$ cat src/rtl/slot_flag_tracker_pkg.sv
// Shared defaults for the slot flag tracker and its decoder.
// Every default parameter value of the tracker is taken from here.
package slot_flag_tracker_pkg;

   localparam int unsigned DefAddrWidth = 6;
   localparam int unsigned DefNumSlots  = 40;
   localparam int unsigned DefCntWidth  = 6;

endpackage

$ cat src/rtl/onehot_decoder_en.sv
// Enabled address-to-one-hot decoder.
// The output is all zero when disabled or when the address is at or beyond NUM_SLOTS.
module onehot_decoder_en #(
   parameter int unsigned ADDR_WIDTH = 6,
   parameter int unsigned NUM_SLOTS  = 40
) (
   input  logic                  en_i,
   input  logic [ADDR_WIDTH-1:0] addr_i,
   output logic [NUM_SLOTS-1:0]  onehot_o
);

   // One extra bit so that NUM_SLOTS == 2**ADDR_WIDTH is representable.
   localparam logic [ADDR_WIDTH:0] NumSlotsW = (ADDR_WIDTH + 1)'(NUM_SLOTS);

   always_comb begin
      onehot_o = '0;
      if (en_i && ({1'b0, addr_i} < NumSlotsW)) begin
         onehot_o[addr_i] = 1'b1;
      end
   end

endmodule

$ cat src/rtl/slot_flag_tracker.sv
// Per-slot occupancy flags with set/clear/flush, an incremental count,
// a lowest-free-slot finder and one-cycle error pulses.
module slot_flag_tracker
   import slot_flag_tracker_pkg::*;
#(
   parameter int unsigned ADDR_WIDTH = DefAddrWidth,
   parameter int unsigned NUM_SLOTS  = DefNumSlots,
   parameter int unsigned CNT_WIDTH  = DefCntWidth
) (
   input  logic                  clk_i,
   input  logic                  rst_i,
   input  logic                  set_en_i,
   input  logic [ADDR_WIDTH-1:0] set_addr_i,
   input  logic                  clr_en_i,
   input  logic [ADDR_WIDTH-1:0] clr_addr_i,
   input  logic                  flush_i,
   output logic [NUM_SLOTS-1:0]  flags_o,
   output logic [NUM_SLOTS-1:0]  set_onehot_o,
   output logic [CNT_WIDTH-1:0]  count_o,
   output logic                  free_valid_o,
   output logic [ADDR_WIDTH-1:0] free_addr_o,
   output logic                  err_oob_o,
   output logic                  err_dup_o
);

   localparam logic [ADDR_WIDTH:0] NumSlotsW = (ADDR_WIDTH + 1)'(NUM_SLOTS);

   logic [NUM_SLOTS-1:0] set_oh, clr_oh;
   logic [NUM_SLOTS-1:0] flags_q, flags_d;
   logic [NUM_SLOTS-1:0] set_onehot_q, set_onehot_d;
   logic [CNT_WIDTH-1:0] count_q, count_d;
   logic                 err_oob_q, err_oob_d;
   logic                 err_dup_q, err_dup_d;
   logic                 set_oob, clr_oob;
   logic                 set_dup, clr_dup;
   logic                 inc, dec;

   onehot_decoder_en #(
      .ADDR_WIDTH (ADDR_WIDTH),
      .NUM_SLOTS  (NUM_SLOTS)
   ) u_set_dec (
      .en_i     (set_en_i),
      .addr_i   (set_addr_i),
      .onehot_o (set_oh)
   );

   onehot_decoder_en #(
      .ADDR_WIDTH (ADDR_WIDTH),
      .NUM_SLOTS  (NUM_SLOTS)
   ) u_clr_dec (
      .en_i     (clr_en_i),
      .addr_i   (clr_addr_i),
      .onehot_o (clr_oh)
   );

   assign set_oob = set_en_i & ({1'b0, set_addr_i} >= NumSlotsW);
   assign clr_oob = clr_en_i & ({1'b0, clr_addr_i} >= NumSlotsW);

   // A set and clear of the same slot cancel each other's duplicate error.
   assign set_dup = |(set_oh & flags_q & ~clr_oh);
   assign clr_dup = |(clr_oh & ~flags_q & ~set_oh);
   assign inc     = |(set_oh & ~flags_q);
   assign dec     = |(clr_oh & flags_q & ~set_oh);

   always_comb begin
      flags_d      = (flags_q & ~clr_oh) | set_oh;
      set_onehot_d = set_oh;
      count_d      = count_q + CNT_WIDTH'(inc) - CNT_WIDTH'(dec);
      err_oob_d    = set_oob | clr_oob;
      err_dup_d    = set_dup | clr_dup;
      if (flush_i) begin
         flags_d      = '0;
         set_onehot_d = '0;
         count_d      = '0;
         err_oob_d    = 1'b0;
         err_dup_d    = 1'b0;
      end
   end

   always_ff @(posedge clk_i) begin
      if (rst_i) begin
         flags_q      <= '0;
         set_onehot_q <= '0;
         count_q      <= '0;
         err_oob_q    <= 1'b0;
         err_dup_q    <= 1'b0;
      end else begin
         flags_q      <= flags_d;
         set_onehot_q <= set_onehot_d;
         count_q      <= count_d;
         err_oob_q    <= err_oob_d;
         err_dup_q    <= err_dup_d;
      end
   end

   // Scanning downwards leaves the lowest clear index as the final winner.
   always_comb begin
      free_addr_o = '0;
      for (int i = NUM_SLOTS - 1; i >= 0; i--) begin
         if (!flags_q[i]) begin
            free_addr_o = ADDR_WIDTH'(i);
         end
      end
   end

   assign free_valid_o = ~&flags_q;
   assign flags_o      = flags_q;
   assign set_onehot_o = set_onehot_q;
   assign count_o      = count_q;
   assign err_oob_o    = err_oob_q;
   assign err_dup_o    = err_dup_q;

endmodule

$ cat config.mk
export PLATFORM = sky130hd
export DESIGN_NAME = slot_flag_tracker
export DESIGN_NICKNAME = d
export VERILOG_FILES = /design/src/rtl/slot_flag_tracker_pkg.sv /design/src/rtl/onehot_decoder_en.sv /design/src/rtl/slot_flag_tracker.sv
export SDC_FILE = /design/constraint.sdc
export NUM_CORES = 1
export LEC_CHECK = 0
export CAP_MARGIN = 10
export CORE_MARGIN = 2
export CORE_UTILIZATION = 45
export DETAILED_ROUTE_END_ITERATION = 16
export DONT_BUFFER_PORTS = 1
export PLACE_DENSITY = 0.6
export SYNTH_ARGS = -nofsm -noshare
export SYNTH_HDL_FRONTEND = slang
export SYNTH_HIERARCHICAL = 1
export SYNTH_SLANG_ARGS = --single-unit
$ cat constraint.sdc
create_clock -name clk_i -period 4.29 [get_ports clk_i]
set_input_delay 0.429 -clock clk_i [delete_from_list [all_inputs] [get_ports clk_i]]
set_output_delay 0.429 -clock clk_i [all_outputs]
set_load 0.02 [all_outputs]
== After elaboration in Yosys (flattened, before gate mapping) ==
Index checks and enable logic that the tools add are counted.

* Bitwise logic cells: 16
* Add/sub/neg operators: 2
* Magnitude comparators: 8
* Muxes and demuxes: 46
* Reductions and logical operators: 11

{| class="wikitable"
|+ Operator list
! operator !! count
|-
| $and A40 B40 Y40 || 8
|-
| $mux W6 || 40
|-
| $reduce_or A40 Y1 || 4
|-
| $not A40 Y40 || 3
|-
| $mux W40 || 2
|-
| $or A40 B40 Y40 || 1
|-
| $reduce_and A40 Y1 || 1
|-
| $lt A6 B7 Y1 const B || 2
|-
| $demux W1 S6 || 2
|-
| $ge A6 B1 Y1 const B || 2
|-
| $ge A6 B6 Y1 const B || 2
|-
| $lt A6 B6 Y1 const B || 2
|-
| $add A6 B1 Y6 || 1
|-
| $sub A6 B1 Y6 || 1
|-
| $logic_and A1 B1 Y1 || 4
|-
| $and A1 B1 Y1 || 2
|-
| $mux W1 || 2
|-
| $or A1 B1 Y1 || 2
|-
| $reduce_or A2 Y1 || 1
|-
| $logic_not A1 Y1 || 1
|}

* Flip-flop bits (word level): 88
* Logic and storage cells: 88
* Input port bits: 17
* Output and inout bits: 95

== Logic depth before layout (Yosys ltp) ==
Gate-level depths: netlist of run 1.

* Depth in word-level cells: 40
* Depth in mapped cells: 18
* Mapped depth without buffers: 17

== By module ==
Netlist of run 1, hierarchy kept.

{| class="wikitable"
|+ Modules (own cells, without submodules)
! module !! area an instance (um^2) !! times used !! sequential area each (um^2) !! cells an instance
|-
| slot_flag_tracker || 4483.0 || 1 || 1761.7 || 594
|-
| onehot_decoder_en (u_clr_dec) || 305.3 || 1 || 0.0 || 57
|-
| onehot_decoder_en (u_set_dec) || 284.0 || 1 || 0.0 || 57
|}

== Worst setup path before layout of run 1 ==
Ideal clock, no wire load.

* Path kind: input port to flip-flop
* Start point: input set_addr_i[3]
* End point: register count_q[4] (netlist: count_o[4])
* Cell stages on the path: 18
* Path slack: 0.995 ns
* Arrival: 3.168 ns
* Path buffers: 1
* Data required time: 4.162 ns
* Setup time: 0.128 ns
* Path through: or4b_1 buf_2 nor2_1 inv_1 nand3_1 nand4_1 nor4_1 nand3_1 ha_1 inv_1 ha_1 inv_1 fa_1 inv_1 a21o_1 a21oi_1 xor2_1 nor2_1

* Word-level cells in the longest chain between the ends: 9
* Elaborated cells between the ends (all ways): 15
* Those cells by class: add/sub: 2; order compare: 3; mux: 3; bitwise: 3; reduce/logical: 4

{| class="wikitable"
|+ RTL lines
! what !! line !! RTL
|-
| start: declaration || slot_flag_tracker.sv:13 || <nowiki>input logic [ADDR_WIDTH-1:0] set_addr_i,</nowiki>
|-
| $lt A6 B7 Y1 (not written as such) or $ge A6 B1 Y1 (tied branches) || onehot_decoder_en.sv:18 || <nowiki>onehot_o[addr_i] = 1'b1;</nowiki>
|-
| $logic_and A1 B1 Y1 (not written as such) || onehot_decoder_en.sv:18 ||
|-
| $mux W1 (not written as such) || onehot_decoder_en.sv:18 ||
|-
| $demux W1 S6 || - ||
|-
| $mux W40 (*) || onehot_decoder_en.sv:17 || <nowiki>if (en_i && ({1'b0, addr_i} < NumSlotsW)) begin</nowiki>
|-
| net set_oh[0] || slot_flag_tracker.sv:28 || <nowiki>logic [NUM_SLOTS-1:0] set_oh, clr_oh;</nowiki>
|-
| $and A40 B40 Y40 or $not A40 Y40 (tied branches) || slot_flag_tracker.sv:62, slot_flag_tracker.sv:63 ||
|-
| $reduce_or A40 Y1 or $and A40 B40 Y40 (tied branches) || slot_flag_tracker.sv:62, slot_flag_tracker.sv:63 ||
|-
| $add A6 B1 Y6 or $reduce_or A40 Y1 (tied branches) || slot_flag_tracker.sv:68, slot_flag_tracker.sv:63 ||
|-
| $sub A6 B1 Y6 (*) || slot_flag_tracker.sv:68 || <nowiki>count_d = count_q + CNT_WIDTH'(inc) - CNT_WIDTH'(dec);</nowiki>
|-
| end signal: assignment || slot_flag_tracker.sv:90 || <nowiki>count_q <= count_d;</nowiki>
|-
| end: declaration || slot_flag_tracker.sv:31 || <nowiki>logic [CNT_WIDTH-1:0] count_q, count_d;</nowiki>
|}

The timed path passes the listed nets; every way through them passes the cells marked *.
A chain may end at the register's enable or synchronous reset.

== Final worst setup path of run 1 ==
Ends and elaborated chain as after synthesis.

==> key figures, run 1 <==
Yosys
  – Mapped Nets: 732
  – Synth Flop Type: dfxtp_1
  – Warnings from Yosys: 6
  – Avg Synthesized Cell Area: 7.16 um^2
  – Synth cell types: 58
  – Share of Yosys cell area claimed by the top area cell type: 0.347
  – Synth Cell Area: 5070 um^2
  – Post-synthesis sequential area ratio: 0.347
  – Post-synth EDFFs: 0
  – Number of synthesized register bits: 88
  – Area contributors post-synth: dfxtp_1, nor2_1, inv_1
  – Async set-or-reset flop fraction in the synthesized netlist: 0
  – Synth area leader: dfxtp_1
  – Post-Synthesis Cells: 708

Critical path
  – CP max FO: 8
  – Delay of the slowest critical-path stage: 790 ps
  – WP data required: 4480 ps
  – Setup CP Type: primary input to flip-flop
  – CP Buf/Inv Count: 4
  – Critical path arrival: 4010 ps
  – Slowest stage cell, crit path: or4b_1
  – Endpoint class of the critical path: flip-flop
  – Crit-path leading delay family: simple AND/OR/NAND/NOR gates
  – Crit path cell chain: or4b_1 -> nor2_1 -> inv_1 -> nand3_1 -> nand4_1 -> nor4_1 -> nand3_1 -> ha_1 -> inv_1 -> ha_1 -> inv_1 -> fa_1 -> inv_1 -> a21o_1 -> a21oi_1 -> xor2_1 -> nor2_1
  – Cell mode on critical path: inv_1
  – Worst Setup Start Kind: primary input

Clock network
  – Post-CTS sizing: 0
  – Worst-skew pair later-pin latency: 350 ps
  – Clock Sinks: 88
  – Cts bufs inserted: 9
  – CTS tree: built
  – Root Driver: clkbuf_16
  – H-Tree Depth: 3
  – Post-CTS Setup Inserts: 0
  – CTS Buffer Depth: 2
  – Hold_buf cts: 0
  – Worst-path clk slew: 60 ps

Die
  – DIE AREA: 12100 um^2
  – Die span in y: 110 um
  – Chip Width: 110 um
  – Rows: 38
  – Placeable core area: 10900 um^2
  – Initial core utilization: 0.464
  – Boundary Pins: 112

Power and ir drop
  – Cell Pwr Density: 314 nW/um^2
  – Pleak: 0.00188 uW
  – VDD IR max: 0.269 mV

STA
  – Final Hold Viols: 0
  – Minimum clock period: 3820 ps
  – Setup TNS: 0 ps
  – Final Slew Violations: 0
  – Setup Viol. Count Final: 0
  – Final worst setup slack: 467 ps
  – RSZ-0062 raised after global routing: false
  – Fmax: 0.262 GHz
  – Fin crit share: 0.891
  – Worst Clk Skew: 9.25 ps
  – Rel. slew slack: 0.216
  – Slew @ Worst Pin: 1180 ps

Detailed routing
  – WL per Instance: 27.5 um
  – Initial DRT Pass Iterations: 5
  – Antenna-violating nets left: 0
  – Drt drc: 0
  – Via count: 5619
  – Detailed Route Iter0 Violations: 753
  – Drt via density: 6.54
  – WL final: 23700 um

GRT
  – First-pass GRT wire length: 33100 um
  – Largest net degree at the start of global routing: 58
  – Gr ovfl total: 0
  – Vias in the first global route: 5107
  – Initial antenna violation count: 0
  – Gr usage total: 0.395

Final layout
  – Nets@finish: 738
  – Area grow syn2layout: 10.4%
  – Share of post-route cells with drive strength above 1: 0.0848
  – N_diodes: 0

Place
  – Place WS: 218 ps
  – DP HPWL: 18300 um
  – RD Place Congestion: 1.14
  – Port Buf Inserts: 0

Status
  – Status: completed

Worst hold path
  – Hold Crit Class: primary input to flip-flop

Job
  – Max_cap viols: 0
cells in the final DEF, fill, tap and decap left out, drive strengths merged, types with 3 or more instances in the layout:
cell	instances
o21ai	9
and3	4
or2	3
inv	73
nand2	16
nor2b	19
nand4	24
nor3b	21
dfxtp	88
o211ai	3
nor3	9
clkbuf	12
nand2b	7
nor2	193
buf	23
ha	6
nand3b	10
xor2	3
or3	9
or3b	8
nand3	48
a21o	3
nor4	10
a22oi	4
and2	9
a21oi	34
o22ai	16
o2111ai	4
a2111oi	4
a31oi	6
a221oi	5
nand4bb	6
synthesized netlist by cell type, types with 3 or more instances:
cell type  count
inv_1         72
ha_1           6
nand4_1       24
and2_1         9
nor2_2        10
nor4_1         9
nand3_1       48
and3_1         4
nand2b_1       7
nand3b_1      10
a2111oi_0      4
buf_4          3
xor2_1         3
o22ai_1       16
or3b_2         5
o21ai_0        9
nor2b_1       19
nand4bb_1      6
or3_1          8
nor2_1       183
clkbuf_1      20
o211ai_1       3
a21oi_1       34
a31oi_1        6
or3b_1         3
nor3_1         9
o2111ai_1      4
nand2_1       16
nor3b_1       21
a21o_1         3
a221oi_1       5
dfxtp_1       88
buf_2          3
a22oi_1        4
or2_2          3
worst reg2reg max path: stages, from the launching register on:
cell,delay (ps)
dfxtp_1,660
o22ai_1,260
nor4_1,450
nand4_1,200
nor2_1,140
ha_1,240
inv_1,60
ha_1,170
inv_1,70
fa_1,430
inv_1,80
a21o_1,110
a21oi_1,70
xor2_1,140
nor2_1,60
kinds of logic (layout without fill, tap and decap cells):
logic type	Yosys count	after routing	synth area share
flip-flops	88	88	0.347
adder cells (fa/ha/maj)	7	7	0.0187
AND/OR/NAND/NOR	402	402	0.406
XOR/XNOR	5	5	0.00864
AO/OA/AOI/OAI	106	106	0.141
buffers and inverters	100	111	0.0787
power by group:
part / total, uW / internal, uW / switching, uW
sequential: 832 / 821 / 10.6
clock: 826 / 485 / 341
combinational: 98.3 / 28.3 / 70.0
total: 1760 / 1330 / 422
flip-flops by register name (all words and copies together), names as in the netlist:
name	count
set_onehot_o	40
count_o	6
err_dup_o	1
err_oob_o	1
flags_o	40
final cells by class:
type / instances / area, um^2
multi-input cells: 520 / 2910
clock buffers: 12 / 256
well taps: 140 / 175
flip-flops and latches: 88 / 1760
fillers: 1104 / 5340
repair buffers: 23 / 173
inverters: 72 / 270
clock inverters: 4 / 51.3
through the flow:
step | cells | power (uW) | utilization | hold slack, ps | cell area (um^2)
4_1_cts | 859 | 1750 | 0.512 | 248 | 5600
5_1_grt | 859 | 1790 | 0.512 | 250 | 5600
3_3_place_gp | 843 | 946 | 0.484 | 620 | 5290
6_report | 859 | 1760 | 0.512 | 251 | 5600
2_1_floorplan | 708 | 910 | - | 596 | 5070
3_5_place_dp | 843 | 944 | 0.484 | 613 | 5290
routing by layer:
| metal | part of all wire | vias up | global-route usage | wire, um |
|---|---|---|---|---|
| li1 | - | 2459 | - | - |
| met1 | 0.39 | 2645 | 0.518 | 9290 |
| met2 | 0.41 | 418 | 0.556 | 9630 |
| met3 | 0.13 | 97 | 0.132 | 3090 |
| met4 | 0.069 | 0 | 0.243 | 1640 |
| met5 | 0 | - | 0 | 0 |
path summary, 6_finish.rpt:
check / startpoint / slack [ps] / to / depth (start not counted)
worst max-delay path: set_addr_i[3] / 470 / count_o[4]$_SDFF_PP0_ / 17
worst min register to register: flags_o[36]$_SDFF_PP0_ / 740 / flags_o[36]$_SDFF_PP0_ / 3
worst min-delay path: set_addr_i[5] / 250 / err_oob_o$_SDFF_PP0_ / 2
worst max register to register: flags_o[33]$_SDFF_PP0_ / 1010 / count_o[4]$_SDFF_PP0_ / 14
Power figures use the tool's default switching activity.
==> run 2, diff against run 1 <==
==> constraint.sdc (replaced) <==
create_clock -name clk_i -period 4.29 [get_ports clk_i]
set_input_delay 1.287 -clock clk_i [delete_from_list [all_inputs] [get_ports clk_i]]
set_output_delay 1.287 -clock clk_i [all_outputs]
set_load 0.02 [all_outputs]
==> run 2 against run 1 <==
  * Non-clock buffer count rose by 102
  * Clock skew hardly changed
  * Sequential power is essentially flat
  * Flip-flop and latch count is the same
  * Wire length rose by 3.0%
  * Clock power rose by 4.5%
  * Final cell count increased by 12%
  * Combinational power is 18% higher
  * Final area rose by 15%
  * Via count up 8.3%
  * Power grew 3.2%
  * Clock-buffer cell count decreased by 1
  * Largest power group is now the clock network
==> key figures, run 2 (same netlist as run 1, synthesis figures left out) <==
Final layout
  – FILL cells: 1071 (was 1104)
  – Area occupied by multi-input gates: 2960 um^2 (was 2910 um^2)
  – Fin area: 6440 um^2 (was 5600 um^2)
  – Final Non-Filler Cells: 961 (was 859)
  – Nets@finish: 840 (was 738)
  – N_diodes: 0 (unchanged)
  – Area grow syn2layout: 27.1% (was 10.4%)
  – Commonest non-fill, non-tap cell in the layout: nor2_1 (unchanged)
  – Fin util: 0.589 (was 0.512)
  – Share of post-route cells with drive strength above 1: 0.211 (was 0.0848)
  – Most frequent cells in the layout: nor2_1, buf_4, dfxtp_1 (was nor2_1, dfxtp_1, inv_1)
  – FF/Latch Area: 1760 um^2 (unchanged)

Clock network
  – Hold_buf cts: 0 (unchanged)
  – H-Tree Depth: 3 (unchanged)
  – Cts bufs inserted: 9 (unchanged)
  – Worst-path clk slew: 60 ps (about the same)
  – CTS Buffer Depth: 2 (unchanged)
  – CTS tree: built (unchanged)
  – Clock Sinks: 88 (unchanged)
  – Worst-skew pair later-pin latency: 360 ps (was 350 ps)
  – Root Driver: clkbuf_16 (unchanged)

Place
  – DP HPWL: 19100 um (was 18300 um)
  – RD Place Congestion: 1.04 (was 1.14)
  – Placed Cells: 945 (was 843)
  – Dpl cell area: 6070 um^2 (was 5290 um^2)
  – Port Buf Inserts: 0 (unchanged)

Critical path
  – Critical path arrival: 4320 ps (was 4010 ps)
  – WP data required: 4500 ps (was 4480 ps)
  – Setup CP Type: primary input to flip-flop (unchanged)
  – Worst Setup Start Kind: primary input (unchanged)
  – Endpoint class of the critical path: flip-flop (unchanged)
  – CP max FO: 8 (unchanged)

Worst hold path
  – Hold Crit Class: flip-flop to flip-flop (was primary input to flip-flop)

STA
  – Rel. slew slack: 0.401 (was 0.216)
  – Fmax: 0.243 GHz (was 0.262 GHz)
  – Minimum clock period: 4110 ps (was 3820 ps)
  – Setup Viol. Count Final: 0 (unchanged)
  – Slew @ Worst Pin: 899 ps (was 1180 ps)
  – Worst Clk Skew: 9.24 ps (was 9.25 ps)
  – Final Hold Viols: 0 (unchanged)
  – Final Slew Violations: 0 (unchanged)
  – Fin crit share: 0.958 (was 0.891)

Die
  – Chip Width: 110 um (unchanged)
  – DIE AREA: 12100 um^2 (unchanged)
  – Boundary Pins: 112 (unchanged)
  – Rows: 38 (unchanged)
  – Initial core utilization: 0.464 (unchanged)
  – Die span in y: 110 um (unchanged)
  – Placeable core area: 10900 um^2 (unchanged)

GRT
  – First-pass GRT wire length: 35300 um (was 33100 um)
  – Gr usage total: 0.409 (was 0.395)
  – Vias in the first global route: 5707 (was 5107)
  – Largest net degree at the start of global routing: 46 (was 58)
  – Gr ovfl total: 0 (unchanged)
  – Initial antenna violation count: 0 (unchanged)

Detailed routing
  – Detailed Route Iter0 Violations: 799 (was 753)
  – Drt drc: 0 (unchanged)
  – Initial DRT Pass Iterations: 8 (was 5)
  – Drt via density: 6.33 (was 6.54)
  – WL per Instance: 25.3 um (was 27.5 um)
  – Via count: 6083 (was 5619)
  – WL final: 24400 um (was 23700 um)
  – Antenna-violating nets left: 0 (unchanged)

Job
  – Max_cap viols: 0 (unchanged)

Power and ir drop
  – Reg power frac: 0.460 (was 0.474)
  – Internal power: 1390 uW (was 1330 uW)
  – Cell Pwr Density: 281 nW/um^2 (was 314 nW/um^2)
  – Net Sw Frac: 0.231 (was 0.240)
  – VDD IR max: 0.191 mV (was 0.269 mV)
  – Comb pwr share: 0.064 (was 0.056)
  – NetSw: 419 uW (was 422 uW)
  – Pleak: 0.00239 uW (was 0.00188 uW)
  – Clock network power share: 0.476 (was 0.470)

Status
  – Status: completed (unchanged)
[run 2: power by group through the flow]
| stage | clock network (uW) | registers (uW) | logic (uW) |
|---|---|---|---|
| 2_1_floorplan | 0 | 849 | 61.2 |
| 3_3_place_gp | 0 | 851 | 110 |
| 3_5_place_dp | 0 | 851 | 110 |
| 4_1_cts | 872 | 833 | 111 |
| 5_1_grt | 899 | 833 | 121 |
| 6_report | 863 | 833 | 116 |
[run 2: final timing paths]
check / start / slack (ps) / cells after the start / endpoint
worst min register to register: flags_o[34]$_SDFF_PP0_ / 680 / 4 / flags_o[34]$_SDFF_PP0_
worst max-delay path: set_addr_i[0] / 180 / 17 / count_o[4]$_SDFF_PP0_
worst min-delay path: flags_o[34]$_SDFF_PP0_ / 680 / 4 / flags_o[34]$_SDFF_PP0_
worst max register to register: flags_o[19]$_SDFF_PP0_ / 1030 / 13 / count_o[5]$_SDFF_PP0_
[run 2: stage by stage]
stage / hold slack, ps / setup slack [ps] / TNS (ps) / power (uW)
after global routing: 702 / -3.82 / -3.82 / 1850
after global placement: 627 / -335 / -611 / 961
after detailed placement: 655 / -371 / -934 / 961
final: 682 / 181 / 0 / 1810
after CTS: 669 / 51.3 / 0 / 1820
after floorplan: 637 / 137 / 0 / 910
[run 2: critical path, stage by stage]
cell     delay, ps
or3b_2         580
nor2_1         250
inv_1           90
nand3_1        120
nand4_1        160
nor4_2         300
nand3_1        130
ha_1           290
inv_1           40
ha_1           190
inv_1           90
fa_2           220
inv_1           40
a21o_1         180
a21oi_2        150
xor2_1         150
nor2_1          50
[run 2: timing repair]
action,in CTS,in global routing
buffers inserted,0,0
resized for setup,1,11
setup endpoints to repair,1,2
pin swaps,0,5
[run 2: area by class of cell]
cell class / count / area share
repair buffers: 125 / 0.148
clock inverters: 5 / 0.0122
inverters: 72 / 0.0419
well taps: 140 / 0.0272
multi-input cells: 520 / 0.460
clock buffers: 11 / 0.0377
flip-flops and latches: 88 / 0.273
[run 2: metal layers]
metal  share of wire  GRT usage  wire (um)  up-vias
met2            0.41      0.603      10000      486
met5               0          0          0        -
met3            0.12      0.127       3010      114
li1                -          -          -     2670
met4           0.068      0.230       1650        0
met1            0.40      0.526       9660     2813
==> run 3, diff against run 2 <==
--- a/config.mk
+++ b/config.mk
@@ -11,6 +11,7 @@
 export DETAILED_ROUTE_END_ITERATION = 16
 export DONT_BUFFER_PORTS = 1
 export PLACE_DENSITY = 0.6
+export SKIP_LAST_GASP = 1
 export SYNTH_ARGS = -nofsm -noshare
 export SYNTH_HDL_FRONTEND = slang
 export SYNTH_HIERARCHICAL = 1
==> results of run 3 <==
Final layout, timing and power as in run 2 (identical DEF).
